### src/rtl/exception_commit_unit.sv
// ---------------------------------------------------------------------------
// ExceptionCommitUnit (top: exception_commit_unit)
//
// Writeback-stage exception and CP0-access commit logic. For the instruction
// sitting in WB it picks the highest-priority exception or interrupt, drives
// the write side of coprocessor0 (mtc0 writes, exception bus, eret flush),
// decides whether the instruction retires, and kills all younger stages with
// a one-cycle combinational flush pulse. After a flush it holds a registered
// redirect request towards IF until IF accepts it.
//
// Ports:
//   clock, reset              clock and synchronous active-high reset
//   wb_valid                  an instruction is present in WB
//   wb_pc, wb_in_delay_slot   PC of the WB instruction and delay-slot flag
//   wb_exc_flags[6:0]         {adel_fetch, ri, ov, syscall, break, adel_load, ades}
//   wb_badvaddr               faulting data address for load/store faults
//   wb_is_mtc0/mfc0/eret      instruction class
//   wb_cp0_reg, wb_cp0_sel    CP0 register number and select
//   wb_rt_value               mtc0 source data
//   cp0_interrupt_valid       masked pending interrupts reported by CP0
//   cp0_epc                   current EPC held in CP0
//   if_redirect_ready         IF accepts the redirect request
//   cp0_*                     CP0 access and exception bus (combinational)
//   wb_commit                 WB instruction retires
//   flush_pulse               combinational kill of IF/ID/EX/MEM
//   redirect_valid/_pc        registered redirect request and target to IF
// ---------------------------------------------------------------------------
module exception_commit_unit #(
    parameter int                    DATA_WIDTH = 32,
    parameter logic [DATA_WIDTH-1:0] EXC_VECTOR = 32'hBFC0_0380
) (
    input  logic                  clock,
    input  logic                  reset,
    input  logic                  wb_valid,
    input  logic [DATA_WIDTH-1:0] wb_pc,
    input  logic                  wb_in_delay_slot,
    input  logic [6:0]            wb_exc_flags,
    input  logic [DATA_WIDTH-1:0] wb_badvaddr,
    input  logic                  wb_is_mtc0,
    input  logic                  wb_is_mfc0,
    input  logic                  wb_is_eret,
    input  logic [4:0]            wb_cp0_reg,
    input  logic [2:0]            wb_cp0_sel,
    input  logic [DATA_WIDTH-1:0] wb_rt_value,
    input  logic [7:0]            cp0_interrupt_valid,
    input  logic [DATA_WIDTH-1:0] cp0_epc,
    input  logic                  if_redirect_ready,
    output logic                  cp0_write_enabled,
    output logic [4:0]            cp0_address_register,
    output logic [2:0]            cp0_address_select,
    output logic [DATA_WIDTH-1:0] cp0_write_data,
    output logic                  cp0_exception_valid,
    output logic                  cp0_eret_flush,
    output logic [4:0]            cp0_exception_code,
    output logic [DATA_WIDTH-1:0] cp0_exception_address,
    output logic                  cp0_in_delay_slot,
    output logic                  cp0_is_address_fault,
    output logic [DATA_WIDTH-1:0] cp0_badvaddr_value,
    output logic                  wb_commit,
    output logic                  flush_pulse,
    output logic                  redirect_valid,
    output logic [DATA_WIDTH-1:0] redirect_pc
);

    localparam logic [4:0] EXC_INT  = 5'd0;
    localparam logic [4:0] EXC_ADEL = 5'd4;
    localparam logic [4:0] EXC_ADES = 5'd5;
    localparam logic [4:0] EXC_SYS  = 5'd8;
    localparam logic [4:0] EXC_BP   = 5'd9;
    localparam logic [4:0] EXC_RI   = 5'd10;
    localparam logic [4:0] EXC_OV   = 5'd12;

    typedef enum logic {
        IDLE,
        REDIRECT
    } state_t;

    state_t                  state_q;
    logic                    int_pending_q;
    logic                    redirect_valid_q;
    logic [DATA_WIDTH-1:0]   redirect_pc_q;

    logic                    wbActive;
    logic                    intTaken;
    logic                    excTaken;
    logic                    eretTaken;
    logic [4:0]              excCode;
    logic                    addrFault;
    logic                    useFetchAddr;

    // WB is only looked at while no redirect is outstanding; everything in WB
    // during REDIRECT is wrong-path and is squashed without side effects.
    // An interrupt must have been pending for a full cycle (int_pending_q)
    // and still be pending now, which filters one-cycle glitches from CP0.
    assign wbActive  = (state_q == IDLE) && wb_valid;
    assign intTaken  = wbActive && int_pending_q && (|cp0_interrupt_valid);
    assign excTaken  = intTaken || (wbActive && (|wb_exc_flags));
    assign eretTaken = wbActive && !excTaken && wb_is_eret;

    // Priority encoder for the exception cause. Only the winning cause
    // decides whether this counts as an address fault and which address is
    // reported as BadVAddr (fetch faults report the PC itself).
    always_comb begin
        excCode      = EXC_INT;
        addrFault    = 1'b0;
        useFetchAddr = 1'b0;
        if (intTaken) begin
            excCode = EXC_INT;
        end else if (wb_exc_flags[6]) begin
            excCode      = EXC_ADEL;
            addrFault    = 1'b1;
            useFetchAddr = 1'b1;
        end else if (wb_exc_flags[5]) begin
            excCode = EXC_RI;
        end else if (wb_exc_flags[4]) begin
            excCode = EXC_OV;
        end else if (wb_exc_flags[3]) begin
            excCode = EXC_SYS;
        end else if (wb_exc_flags[2]) begin
            excCode = EXC_BP;
        end else if (wb_exc_flags[1]) begin
            excCode   = EXC_ADEL;
            addrFault = 1'b1;
        end else if (wb_exc_flags[0]) begin
            excCode   = EXC_ADES;
            addrFault = 1'b1;
        end
    end

    // CP0 bus, commit and flush. All of it stays at zero unless an
    // instruction is live in WB while idle. An exception suppresses the
    // instruction's own CP0 access and its retirement.
    always_comb begin
        cp0_write_enabled     = 1'b0;
        cp0_address_register  = '0;
        cp0_address_select    = '0;
        cp0_write_data        = '0;
        cp0_exception_valid   = 1'b0;
        cp0_eret_flush        = 1'b0;
        cp0_exception_code    = '0;
        cp0_exception_address = '0;
        cp0_in_delay_slot     = 1'b0;
        cp0_is_address_fault  = 1'b0;
        cp0_badvaddr_value    = '0;
        wb_commit             = 1'b0;
        flush_pulse           = 1'b0;
        if (excTaken) begin
            cp0_exception_valid   = 1'b1;
            cp0_exception_code    = excCode;
            cp0_exception_address = wb_pc;
            cp0_in_delay_slot     = wb_in_delay_slot;
            cp0_is_address_fault  = addrFault;
            cp0_badvaddr_value    = useFetchAddr ? wb_pc : wb_badvaddr;
            flush_pulse           = 1'b1;
        end else if (wbActive) begin
            wb_commit = 1'b1;
            if (eretTaken) begin
                cp0_eret_flush = 1'b1;
                flush_pulse    = 1'b1;
            end
            if (wb_is_mtc0) begin
                cp0_write_enabled    = 1'b1;
                cp0_address_register = wb_cp0_reg;
                cp0_address_select   = wb_cp0_sel;
                cp0_write_data       = wb_rt_value;
            end else if (wb_is_mfc0) begin
                cp0_address_register = wb_cp0_reg;
                cp0_address_select   = wb_cp0_sel;
            end
        end
    end

    // Redirect FSM. A flush in IDLE latches the target (exception vector or
    // the EPC seen this cycle) and raises redirect_valid next cycle; the
    // request and target are held until IF signals ready.
    always_ff @(posedge clock) begin
        if (reset) begin
            state_q          <= IDLE;
            int_pending_q    <= 1'b0;
            redirect_valid_q <= 1'b0;
            redirect_pc_q    <= '0;
        end else begin
            int_pending_q <= |cp0_interrupt_valid;
            case (state_q)
                IDLE: begin
                    if (excTaken) begin
                        state_q          <= REDIRECT;
                        redirect_valid_q <= 1'b1;
                        redirect_pc_q    <= EXC_VECTOR;
                    end else if (eretTaken) begin
                        state_q          <= REDIRECT;
                        redirect_valid_q <= 1'b1;
                        redirect_pc_q    <= cp0_epc;
                    end
                end
                REDIRECT: begin
                    if (if_redirect_ready) begin
                        state_q          <= IDLE;
                        redirect_valid_q <= 1'b0;
                    end
                end
                default: begin
                    state_q          <= IDLE;
                    redirect_valid_q <= 1'b0;
                end
            endcase
        end
    end

    assign redirect_valid = redirect_valid_q;
    assign redirect_pc    = redirect_pc_q;

endmodule

### config.mk
export PLATFORM = sky130hd
export DESIGN_NAME = exception_commit_unit
export DESIGN_NICKNAME = d
export VERILOG_FILES = /design/src/rtl/exception_commit_unit.sv
export SDC_FILE = /design/constraint.sdc
export NUM_CORES = 1
export LEC_CHECK = 0
export ABC_CLOCK_PERIOD_IN_PS = 3200
export CORE_AREA = 2 2 120 122
export CTS_BUF_LIST = sky130_fd_sc_hd__clkbuf_4 sky130_fd_sc_hd__clkbuf_8
export CTS_CLUSTER_SIZE = 12
export DETAILED_ROUTE_END_ITERATION = 10
export DIE_AREA = 0 0 122 124
export PLACE_DENSITY = 0.72
export RECOVER_POWER = 25
export SYNTH_ARGS = -nofsm -noshare
export SYNTH_HDL_FRONTEND = slang
export SYNTH_SLANG_ARGS = --single-unit
### constraint.sdc
create_clock -name clock -period 3.2 [get_ports clock]
set_input_delay 0.64 -clock clock [delete_from_list [all_inputs] [get_ports clock]]
set_output_delay 0.64 -clock clock [all_outputs]
set_load 0.02 [all_outputs]
==> impl_metrics.tcl, run 1 <==
set metrics [dict create \
    crit_type "in2out" \
    first_pass_iters 7 \
    dr.first_iter.drc_count 164 \
    clock_path_buffers 2 \
    grt_pass1_vias 4278 \
    cp_common_cell "buf_4" \
    met2_usage_pct 34.6 \
    min_period_ns 3.18 \
    seq_area_frac_synth_pct 24.2 \
    grt_max_degree 35 \
    required_ns 2.56 \
    cp_slowest_cell "dlygate4sd2_1" \
    clk_latency_ns 0.28 \
    maxSlewViolCount 0 \
    skew_ns 0.00343 \
    yosys_register_bits 35 \
    hold_class "reg2reg" \
    synth_top_area_share_pct 24.2 \
    vias 4210 \
    finalCritPeriodShare_pct 99.3 \
    use_met1_pct 20.4 \
    die_w_um 122 \
    cts_hold_buf 0 \
    synth_warnings 0 \
    ant_nets 0 \
    rows 43 \
    power.leakage_nw 2.66 \
    grtUsageMet3_pct 5.17 \
    drv_cap 0 \
    max_freq_ghz 0.315 \
    htreeDepth 2 \
    syn_inst 387 \
    antenna_found_initial 2 \
    clk_pin_slew_ns 0.07 \
    tritoncts "built" \
    die_area_sq_um 15100 \
    synth_area_leaders "dfxtp_1 (24%), and2_1 (16%), a211oi_2 (12%)" \
    setup_viol 0 \
    synth_nets 546 \
    nets 873 \
    gp_congestion 0.817 \
    grt_overflow 0 \
    clock-root-buffer "clkbuf_8" \
    cts_made_buffers 5 \
    fill_cells 1396 \
    clkSinkCount 35 \
    tightest_slew_ns 0.938 \
    wl_per_cell_um 16.8 \
    critPathLaunchType "input pin" \
    syn_avg_cell_area_sq_um 7.48 \
    worstPathArrival_ns 2.54 \
    grt_pass1_wl_mm 22.1 \
    vias_per_cell 4.70 \
    cp_max_fo 34 \
    relSlewSlack_pct 37.5 \
    cellPowerDensity_nw_per_um2 232 \
    port_buffers 306 \
    track_usage_pct 18.4 \
    drt-total-wl_mm 15.0 \
    max_stage_delay_ns 0.32 \
    end_kind "output port" \
    die_h_um 124 \
    final_util_pct 46.3 \
    area_delta_synth_final_pct 120 \
    finalHoldViolations 0 \
    core_area_sq_um 13700 \
    ys_types 35 \
    start_util_pct 21.1 \
    yosys.area.top_type "dfxtp_1" \
    outcome "finished clean" \
    grt-busiest-layer "met2" \
    ios 308 \
    syn_area_sq_um 2900 \
    ir_worst_vdd_mv 0.118 \
    drive_gt1_share_pct 26.3 \
    rsz0062_at_grt "yes" \
    drcViolationCount 0 \
    report.power.total_mw 1.47 \
    path_cells "dlygate4sd2_1 -> buf_4 -> nor4_4 -> buf_4 -> a21boi_4 -> buf_4 -> o21ai_4 -> inv_6 -> and2_1 -> dlygate4sd2_1" \
    hpwl_mm 11.6 \
]
==> report_power, final <==
| group | leakage [nW] | internal, mW | switching [mW] |
|---|---|---|---|
| Combinational | 2.33 | 0.354 | 0.328 |
| Clock | 0.0491 | 0.170 | 0.157 |
| Sequential | 0.286 | 0.452 | 0.0113 |
| Total | 2.66 | 0.976 | 0.497 |
==> stage by stage <==
stage          instance area [sq um]  hold WS [ns]  worst slack (ns)  setup TNS [ns]  std cells
5_1_grt                         6350         0.530           -0.0395          -0.842        895
3_5_place_dp                    6350         0.500            -0.538          -54.41        871
6_report                        6360         0.505            0.0216               0        896
3_3_place_gp                    6350         0.468            -0.489          -49.39        871
2_1_floorplan                   2900         0.481             0.423               0        387
4_1_cts                         6480         0.511           -0.0344          -0.121        893
==> cell usage in the layout, fill, tap and decap left out, types with 4 or more instances in the layout <==
cell               n
a211oi_1           5
a211oi_2          27
a21oi_1           47
and2_1            71
buf_12             5
buf_2             43
buf_4             65
buf_6             10
clkbuf_2           5
clkbuf_8           5
clkdlybuf4s15_2    5
clkdlybuf4s50_1  178
dfxtp_1           35
dlygate4sd2_1     47
nand3_1           52
nor2_1             4
nor3_1            16
nor4_4             4
o21ai_0           50
o21ai_1            5
==> critical path: cells and delay by family <==
family / cells / cell delay (ns)
AOI/OAI and AO/OA: 2 / 0.27
and+or+nand+nor: 2 / 0.45
buffers and inverters: 6 / 1.17
==> Yosys cell counts <==
cell type / instances
nor2b_1: 1
nor3_1: 17
and4_1: 1
inv_1: 2
buf_2: 13
a211oi_2: 27
nor2_1: 4
o211a_1: 1
and2b_1: 1
and2_1: 73
a21oi_1: 48
a21boi_2: 1
o211ai_2: 1
o31a_1: 2
buf_1: 2
o21ai_4: 2
nor3b_1: 1
or4_4: 2
dfxtp_1: 35
nand4_1: 1
nand2b_1: 1
conb_1: 1
nor4_1: 1
a211oi_1: 5
nor4_4: 3
inv_2: 1
clkbuf_1: 23
nand2_2: 1
nor4_2: 1
o21ai_0: 55
nand3_1: 52
buf_6: 5
nand2_1: 1
o21bai_1: 1
buf_4: 1
==> repair_timing <==
action	4_1_cts	5_1_grt
pin swaps	7	4
buffers inserted	10	2
resized for setup	352	53
cloned	4	0
setup endpoints to repair	115	104
==> cell families after synthesis <==
kind of cell	synth area share, %
other cells	0.130
simple gates	33.7
buf+inv	8.08
flops	24.2
compound gates	33.9
==> routing by layer <==
metal  up-vias  wire, um
li1       2042         -
met1      1950      5740
met4         2       268
met2       191      7830
met5         -        13
met3        25      1180
==> path summary, 6_finish.rpt <==
check / start / end / slack (ns) / cells after the start
setup / recovery: cp0_interrupt_valid[3] / cp0_exception_address[21] / 0.02 / 10
hold / removal: redirect_pc[0] / redirect_pc[0] / 0.51 / 2
setup reg to reg: int_pending_q / redirect_valid / 1.24 / 7
hold reg to reg: redirect_pc[0] / redirect_pc[0] / 0.51 / 2
==> layout make-up <==
type                            instances  area [sq um]  area share, %
Multi-Input combinational cell        305          2020           31.7
Tap cell                              180           225           3.54
Clock inverter                          1          5.00         0.0787
Sequential cell                        35           701           11.0
Clock buffer                            7          83.8           1.32
Antenna cell                            1          2.50         0.0394
Inverter                                3          16.3          0.256
Timing Repair Buffer                  364          3310           52.0
==> flip-flops by register name, summed over array words and instances (netlist names) <==
| name | cells |
|---|---|
| redirect_valid | 1 |
| int_pending_q | 1 |
| state_q | 1 |
| redirect_pc | 32 |
Note: power is estimated with default switching activity, not from simulation.
==> run 2: changes to the inputs <==
--- a/config.mk
+++ b/config.mk
@@ -5,13 +5,13 @@
 export SDC_FILE = /design/constraint.sdc
 export NUM_CORES = 1
 export LEC_CHECK = 0
-export ABC_CLOCK_PERIOD_IN_PS = 3200
-export CORE_AREA = 2 2 120 122
+export ABC_CLOCK_PERIOD_IN_PS = 3600
+export CORE_AREA = 2 2 121 123
 export CTS_BUF_LIST = sky130_fd_sc_hd__clkbuf_4 sky130_fd_sc_hd__clkbuf_8
 export CTS_CLUSTER_SIZE = 12
 export DETAILED_ROUTE_END_ITERATION = 10
-export DIE_AREA = 0 0 122 124
-export PLACE_DENSITY = 0.72
+export DIE_AREA = 0 0 123 125
+export PLACE_DENSITY = 0.71
 export RECOVER_POWER = 25
 export SYNTH_ARGS = -nofsm -noshare
 export SYNTH_HDL_FRONTEND = slang
==> constraint.sdc (replaced) <==
create_clock -name clock -period 3.6 [get_ports clock]
set_input_delay 0.72 -clock clock [delete_from_list [all_inputs] [get_ports clock]]
set_output_delay 0.72 -clock clock [all_outputs]
set_load 0.02 [all_outputs]
==> impl_metrics.tcl, run 2 (same netlist as run 1, synthesis figures left out) <==
set metrics [dict create \
    drt-total-wl_mm 14.3 \
    maxSlewViolCount 0 \
    required_ns 2.88 \
    ir_worst_vdd_mv 0.137 \
    hpwl_mm 11.0 \
    min_period_ns 3.54 \
    place_ws_ns -0.253 \
    finalWorstSetupSlack_ns 0.0579 \
    final_util_pct 44.5 \
    antenna_found_initial 0 \
    timing.hold.ws_ns 0.485 \
    seqPwrFrac_pct 30.2 \
    grt_pass1_vias 3871 \
    start_util_pct 20.4 \
    vias_per_cell 4.55 \
    track_usage_pct 17.8 \
    finalCritPeriodShare_pct 98.4 \
    wl_per_cell_um 16.3 \
    die_area_sq_um 15400 \
    clkSinkCount 35 \
    dr.first_iter.drc_count 199 \
    drv_cap 0 \
    n_antenna_cell 0 \
    outcome "finished clean" \
    fill_cells 1445 \
    clock_path_buffers 2 \
    drive_gt1_share_pct 13.4 \
    clk_latency_ns 0.28 \
    r2r_setup_slack_ns 1.65 \
    critPathLaunchType "input pin" \
    mostFrequentLayoutCells "clkdlybuf4s50_1 (157), dlygate4sd2_1 (77), and2_1 (73)" \
    die_w_um 123 \
    rsz0062_at_grt "yes" \
    grt_pass1_wl_mm 21.6 \
    tritoncts "built" \
    largest_reg_flops 32 \
    p_int_uw 912 \
    first_pass_iters 4 \
    die_h_um 125 \
    max_freq_ghz 0.282 \
    pwr-share-comb_pct 43.6 \
    tightest_slew_ns 0.965 \
    hp-start "redirect_valid" \
    cp_max_fo 32 \
    power_switching_uw 446 \
    gp_congestion 0.784 \
    end_kind "output port" \
    ios 308 \
    crit_type "in2out" \
    core_area_sq_um 14200 \
    setup_viol 0 \
    hold_class "reg2reg" \
    clk_pin_slew_ns 0.07 \
    relSlewSlack_pct 35.6 \
    crit_path_start "cp0_interrupt_valid[7]" \
    clkPwrFrac_pct 26.2 \
    cts_made_buffers 5 \
    grt_max_degree 37 \
    vias 3997 \
    ant_nets 0 \
    finalHoldViolations 0 \
    drcViolationCount 0 \
    cellPowerDensity_nw_per_um2 215 \
    port_buffers 306 \
    nets 852 \
    area_delta_synth_final_pct 118 \
    grt_overflow 0 \
    rows 44 \
    worstPathArrival_ns 2.82 \
    cts_hold_buf 0 \
    final_common_cell "clkdlybuf4s50_1" \
    netSwitchingFraction_pct 32.8 \
    clock-root-buffer "clkbuf_8" \
    skew_ns 0.00365 \
    htreeDepth 2 \
    r2r-start "int_pending_q" \
    power.leakage_nw 2.66 \
]
## run 2: changes by cell type in the layout (fill, tap and decap cells not counted), sizes merged
cell	previous run	this run
buf	125	37
dlygate4sd3	0	33
dlygate4sd2	47	77
clkdlybuf4s15	6	31
clkdlybuf4s50	178	157
dlymetal6s2s	2	0
bufinv	0	1
clkinv	1	2
diode	1	0
## run 2: path summary, 6_finish.rpt
| path | to | depth (start not counted) |
|---|---|---|
| min | redirect_valid | 1 |
| max | cp0_badvaddr_value[24] | 7 |
| max reg2reg | state_q | 6 |
| min reg2reg | redirect_valid | 1 |
## run 2: layout make-up
| cell class | count | area [sq um] | share of cell area, % |
|---|---|---|---|
| Clock buffer | 5 | 68.8 | 1.09 |
| Clock inverter | 3 | 43.8 | 0.693 |
| Inverter | 3 | 13.8 | 0.218 |
| Multi-Input combinational cell | 305 | 1980 | 31.4 |
| Sequential cell | 35 | 701 | 11.1 |
| Tap cell | 184 | 230 | 3.64 |
| Timing Repair Buffer | 343 | 3280 | 51.9 |
## run 2: stage by stage
| stage | setup TNS, ns | area (sq um) | std cells | total power, mW |
|---|---|---|---|---|
| final | 0 | 6320 | 878 | 1.36 |
| after global routing | -0.00229 | 6320 | 878 | 1.44 |
| after CTS | 0 | 6290 | 877 | 1.38 |
| after detailed placement | -18.09 | 6320 | 869 | 1.05 |
| after global placement | -17.45 | 6320 | 869 | 1.06 |
| after floorplan | 0 | 2900 | 387 | 0.667 |
## run 2: power by group through the flow
stage,registers (mW),clock network [mW],logic (mW)
final,0.410,0.356,0.592
after global routing,0.412,0.388,0.637
after CTS,0.411,0.371,0.600
after detailed placement,0.419,0,0.636
after global placement,0.420,0,0.637
after floorplan,0.435,0,0.232
## run 2: timing repair
item,in CTS,in global routing
buffers inserted,0,1
pin swaps,0,1
endpoints found under the hold margin,0,0
gates resized for setup,117,54
endpoints found under the setup margin,115,70
## run 2: layer usage
| metal | vias to the layer above | wire length [um] | track usage [%] |
|---|---|---|---|
| li1 | 2002 | - | - |
| met1 | 1799 | 5840 | 21.3 |
| met2 | 184 | 7110 | 31.8 |
| met3 | 12 | 1210 | 5.16 |
| met4 | 0 | 144 | 2.81 |
| met5 | - | 0 | 0 |
## run 2: worst max-delay path, stage by stage
cell,delay [ns]
clkdlybuf4s50_1,0.46
or4_4,0.60
o211a_1,0.26
buf_12,0.16
o21ai_0,0.19
a21oi_1,0.09
dlygate4sd2_1,0.33
==> run 3: changes to the inputs <==
--- a/config.mk
+++ b/config.mk
@@ -6,6 +6,7 @@
 export NUM_CORES = 1
 export LEC_CHECK = 0
 export ABC_CLOCK_PERIOD_IN_PS = 3600
+export CAP_MARGIN = 5
 export CORE_AREA = 2 2 121 123
 export CTS_BUF_LIST = sky130_fd_sc_hd__clkbuf_4 sky130_fd_sc_hd__clkbuf_8
 export CTS_CLUSTER_SIZE = 12
==> results of run 3 <==
The final DEF is identical to that of run 2; final timing and power are the same.
